--- src/rtl/neuron_layer_seq.sv ---
// Sequencer that time-multiplexes one MAC/bias/ReLU neuron datapath across
// every neuron of a fully-connected layer.
//
// Ports:
//   clk, rst        clock and synchronous active-high reset
//   start           begin a layer (sampled only when idle)
//   busy            high whenever the sequencer is not idle
//   done            one-cycle pulse after the last neuron result is accepted
//   rd_en           weight/input ROM read enable
//   w_addr, x_addr  weight address (j*K + i) and input address (i)
//   mac_en          datapath accumulates the ROM product this cycle
//   acc_load        with mac_en: load the product instead of adding it
//   bias_idx        current neuron j, selects the bias
//   out_valid       ReLU result of neuron bias_idx is valid
//   out_ready       consumer accepts the result
module neuron_layer_seq #(
  parameter int unsigned NUM_INPUTS  = 16,
  parameter int unsigned NUM_NEURONS = 4,
  parameter int unsigned W_ADDR_W    = (NUM_INPUTS * NUM_NEURONS > 1) ?
                                       $clog2(NUM_INPUTS * NUM_NEURONS) : 1,
  parameter int unsigned X_ADDR_W    = (NUM_INPUTS > 1) ? $clog2(NUM_INPUTS) : 1,
  parameter int unsigned IDX_W       = (NUM_NEURONS > 1) ? $clog2(NUM_NEURONS) : 1
) (
  input  logic                clk,
  input  logic                rst,
  input  logic                start,
  output logic                busy,
  output logic                done,
  output logic                rd_en,
  output logic [W_ADDR_W-1:0] w_addr,
  output logic [X_ADDR_W-1:0] x_addr,
  output logic                mac_en,
  output logic                acc_load,
  output logic [IDX_W-1:0]    bias_idx,
  output logic                out_valid,
  input  logic                out_ready
);

  typedef enum logic [2:0] {
    IDLE  = 3'd0,
    FETCH = 3'd1,
    DRAIN = 3'd2,
    WRITE = 3'd3,
    DONE  = 3'd4
  } state_t;

  localparam logic [X_ADDR_W-1:0] LAST_I = X_ADDR_W'(NUM_INPUTS - 1);
  localparam logic [IDX_W-1:0]    LAST_J = IDX_W'(NUM_NEURONS - 1);

  state_t state;

  // x_addr doubles as the input counter i and bias_idx as the neuron counter j.
  // w_addr walks linearly through the weight ROM, so it equals j*K + i
  // without a multiplier.
  always_ff @(posedge clk) begin
    if (rst) begin
      state     <= IDLE;
      busy      <= 1'b0;
      done      <= 1'b0;
      rd_en     <= 1'b0;
      w_addr    <= '0;
      x_addr    <= '0;
      mac_en    <= 1'b0;
      acc_load  <= 1'b0;
      bias_idx  <= '0;
      out_valid <= 1'b0;
    end else begin
      // MAC strobes trail the read by the ROM's one-cycle latency.
      mac_en   <= rd_en;
      acc_load <= rd_en && (x_addr == '0);
      done     <= 1'b0;

      case (state)
        IDLE: begin
          if (start) begin
            state    <= FETCH;
            busy     <= 1'b1;
            rd_en    <= 1'b1;
            w_addr   <= '0;
            x_addr   <= '0;
            bias_idx <= '0;
          end
        end

        FETCH: begin
          if (x_addr == LAST_I) begin
            state <= DRAIN;
            rd_en <= 1'b0;
          end else begin
            x_addr <= x_addr + X_ADDR_W'(1);
            w_addr <= w_addr + W_ADDR_W'(1);
          end
        end

        // Last product is accumulated this cycle; result is ready next cycle.
        DRAIN: begin
          state     <= WRITE;
          out_valid <= 1'b1;
        end

        WRITE: begin
          if (out_ready) begin
            out_valid <= 1'b0;
            if (bias_idx == LAST_J) begin
              state <= DONE;
              done  <= 1'b1;
            end else begin
              state    <= FETCH;
              rd_en    <= 1'b1;
              bias_idx <= bias_idx + IDX_W'(1);
              x_addr   <= '0;
              w_addr   <= w_addr + W_ADDR_W'(1);
            end
          end
        end

        DONE: begin
          state    <= IDLE;
          busy     <= 1'b0;
          w_addr   <= '0;
          x_addr   <= '0;
          bias_idx <= '0;
        end

        default: begin
          state     <= IDLE;
          busy      <= 1'b0;
          rd_en     <= 1'b0;
          out_valid <= 1'b0;
        end
      endcase
    end
  end

endmodule

--- config.mk ---
export PLATFORM = sky130hd
export DESIGN_NAME = neuron_layer_seq
export DESIGN_NICKNAME = d
export VERILOG_FILES = /design/src/rtl/neuron_layer_seq.sv
export SDC_FILE = /design/constraint.sdc
export NUM_CORES = 1
export LEC_CHECK = 0
export ABC_AREA = 1
export BUFFER_PORTS_ARGS = -buffer_cell sky130_fd_sc_hd__buf_2
export CAP_MARGIN = 20
export CORE_ASPECT_RATIO = 1.4
export CORE_MARGIN = 2
export CORE_UTILIZATION = 29
export DETAILED_ROUTE_END_ITERATION = 16
export GPL_TIMING_DRIVEN = 0
export PLACE_DENSITY_LB_ADDON = 0.3
export SETUP_SLACK_MARGIN = 0.3
export SLEW_MARGIN = 20
export SYNTH_ARGS = -nofsm -noshare
export SYNTH_HDL_FRONTEND = slang
export SYNTH_SLANG_ARGS = --single-unit
--- constraint.sdc ---
create_clock -name clk -period 2.03 [get_ports clk]
set_clock_uncertainty 0.1 [all_clocks]
set_input_delay 0 -clock clk [delete_from_list [all_inputs] [get_ports clk]]
set_output_delay 0 -clock clk [all_outputs]
set_load 0.03 [all_outputs]
==> metrics.md <==
| Metric | Value |
|---|---|
| FF-to-FF End | `w_addr[0]$_SDFFE_PP0P_` |
| Ys flop type | `dfxtp_1` |
| Nets | `203` |
| Final instance area | `1370 µm²` |
| # setup viols final | `0` |
| Cell Area, Placed | `1280 µm²` |
| Async SR Flop Fraction | `0%` |
| Post-Synthesis Cells | `166` |
| Hold Crit Start | `out_valid$_SDFFE_PP0P_` |
| WHS Endpoint | `out_valid$_SDFFE_PP0P_` |
| Post-CTS setup buffers | `0` |
| Max frequency | `0.626 GHz` |
| Final GP Congestion | `0.888` |
| Total CTS buffers | `3` |
| Root buf cell | `clkbuf_8` |
| Endpoint class of the critical path | `flip-flop` |
| Effective utilization at floorplan | `30.5%` |
| Worst path arrival time | `1.66 ns` |
| Max Root-Sink Buffers | `2` |
| Classification of the worst setup path | `reg2reg` |
| CTS clk-pin slew, worst paths | `0.08 ns` |
| Fillers | `398` |
| TNS Setup | `0 ns` |
| Post-synth top area share | `37.5%` |
| Core area | `3680 µm²` |
| Simple-gate share of the synthesized area | `40.0%` |
| Final Hold Violating Endpoints | `0` |
| Buffers on Ports | `21` |
| Vias in the first global route | `1035` |
| RSZ-0062 raised after global routing | `true` |
| Via density | `4.75` |
| Worst Hold Depth | `2` |
| DR DRC count | `0` |
| Die Area | `4390 µm²` |
| Routed WL per cell | `10.4 µm` |
| Pleak | `0.670 nW` |
| Synth Area in Compound Gates | `10.7%` |
| Sequential share of the synthesized area | `37.5%` |
| Mapped cell area | `1120 µm²` |
| Hold Slack | `0.364 ns` |
| Relative slew slack | `65.4%` |
| Max-slew violation count | `0` |
| Multiplexer share of the synthesized area | `0%` |
| Largest net degree at the start of global routing | `12` |
| Top-count cell post-synth | `nand2_1` |
| Worst r2r path cells | `7` |
| Antenna Cells | `0` |
| Status | `complete, no violations` |
| Initial antenna violation count | `0` |
| CTS Sinks | `21` |
| Hold Path Class | `reg2reg` |
| Worst-skew pair later-pin latency | `0.26 ns` |
| Detailed Place HPWL | `1840 µm` |
| Syn Area/Cell | `6.76 µm²` |
| Mapped Nets | `174` |
| First-pass GRT wire length | `4530 µm` |
| Die width | `56.6 µm` |
| Top post-synthesis cells by count | `43 x nand2_1, 30 x nor2_1, 21 x dfxtp_1` |
| Number of synthesized flops with an enable pin | `0` |
| CTS tree | `built` |
| Iteration-0 DRC Markers | `20` |
| XOR/XNOR Fraction of Synth Area | `0%` |
| Post-Route Utilization | `37.3%` |
| Netlist cell types | `26` |
| DR pass1 iterations | `4` |
| Seq cells post-synth | `21` |
| Crit start category | `flip-flop` |
| Power Density | `851 nW/µm²` |
| Worst path required time | `2.09 ns` |
| Area delta synth->final | `22.3%` |
| Critical R2R Launch | `x_addr[0]$_SDFFE_PP0P_` |
| Worst-margin pin slew | `0.518 ns` |
| Die height | `77.6 µm` |
| DRT antenna net count | `0` |
| # Max-Cap Violations | `0` |
| Congestion Overflow GR | `0` |
| # H-tree levels | `1` |
| Largest family of logic cells by synthesized area | `simple AND/OR/NAND/NOR gates` |
| Top-Level Pins | `22` |
| YS warnings | `0` |
| VDD IR-drop max | `0.454 mV` |
| Via Count | `1121` |
| Top cells by area, synth | `dfxtp_1 37%, nand2_1 14%, nor2_1 10%, ha_1 4.5%, nand3_1 4.5%` |
| Total GRT Usage | `13.0%` |
| Leading area contributor after synthesis | `dfxtp_1` |
| Worst Setup SP | `x_addr[0]$_SDFFE_PP0P_` |
| Fin crit share | `78.7%` |
| Flop2flop setup slack | `0.43 ns` |
| Clock period minus worst slack | `1.60 ns` |
| Critical path peak fanout | `10` |
| Share of post-route cells with drive strength above 1 | `21.1%` |
| Number of core rows | `26` |
| Total Wirelength | `2460 µm` |
| Post-synthesis adder-cell area fraction | `4.46%` |
## per-stage QoR
| stage | std cells | total power, mW | setup WS (ns) |
|---|---|---|---|
| floorplan | 166 | 0.801 | 0.328 |
| detailed placement | 229 | 0.893 | 0.425 |
| CTS | 236 | 1.18 | 0.410 |
| finish | 236 | 1.17 | 0.432 |
| global placement | 229 | 0.891 | 0.427 |
| global route | 236 | 1.26 | 0.293 |
## routing by layer
layer | part of all wire, % | vias to the layer above | wire [µm] | global-route usage, %
met5 | 0 | - | 0 | 0
met3 | 3.7 | 8 | 90 | 1.50
met2 | 47 | 25 | 1160 | 22.0
li1 | - | 597 | - | -
met4 | 3.7 | 0 | 90 | 8.10
met1 | 45 | 491 | 1120 | 15.2
## flip-flops by register name, indices dropped and copies added, names as in the netlist
name and count:
x_addr 4, acc_load 1, w_addr 6, mac_en 1
rd_en 1, busy 1, bias_idx 2, done 1
out_valid 1, state 3
## worst max path at each step
stage	to	slack, ns	cells past startpoint
2_1_floorplan	x_addr[0]$_SDFFE_PP0P_	0.33	7
6_report	w_addr[0]$_SDFFE_PP0P_	0.43	7
3_3_place_gp	x_addr[0]$_SDFFE_PP0P_	0.43	7
5_1_grt	w_addr[1]$_SDFFE_PP0P_	0.29	7
3_5_place_dp	w_addr[0]$_SDFFE_PP0P_	0.42	7
4_1_cts	w_addr[0]$_SDFFE_PP0P_	0.41	7
## timing repair
action	4_1_cts	5_1_grt
gates resized for setup	0	5
hold buffers	3	0
endpoints found under the hold margin	4	0
endpoints found under the setup margin	0	5
## critical path, cell delays in order (launching register included)
cell and delay (ns):
dfxtp_1 0.43, ha_1 0.21, nand3_1 0.15, o21ai_4 0.24, nor2_4 0.07, buf_6 0.14, nor2_1 0.11, nor2_2 0.05
## where the power goes
part | switching [mW] | internal [mW] | total, mW
combinational | 0.257 | 0.132 | 0.389
clock | 0.136 | 0.140 | 0.275
sequential | 0.0450 | 0.458 | 0.503
## kinds of logic (layout without fill, tap and decap cells)
group,after synthesis,after routing
simple gates,102,102
compound gates,21,21
flops,21,21
buf+inv,18,46
fa+ha+maj,4,4
## cell type report
| type | count | area [µm²] | share of cell area [%] |
|---|---|---|---|
| Multi-Input combinational cell | 127 | 634 | 46.2 |
| Tap cell | 42 | 52.6 | 3.83 |
| Sequential cell | 21 | 423 | 30.8 |
| Clock buffer | 4 | 45.0 | 3.28 |
| Inverter | 15 | 56.3 | 4.10 |
| Buffer | 3 | 26.3 | 1.91 |
| Timing Repair Buffer | 24 | 135 | 9.85 |
## layout by cell type (no fill, tap or decap), drive strengths merged
master,netlist,routed
dfxtp,21,21
nor4,1,1
ha,4,4
nand3b,1,1
nor3,4,4
nor2,36,36
o21bai,2,2
inv,14,14
nand3,11,11
clkbuf,1,5
nand2,43,43
nand4,3,3
o211ai,1,1
clkinv,1,1
or2,2,2
nor3b,1,1
a21oi,9,9
o21ai,9,9
buf,2,23
dlygate4sd3,0,3
Note: power is estimated with default switching activity, not from simulation.
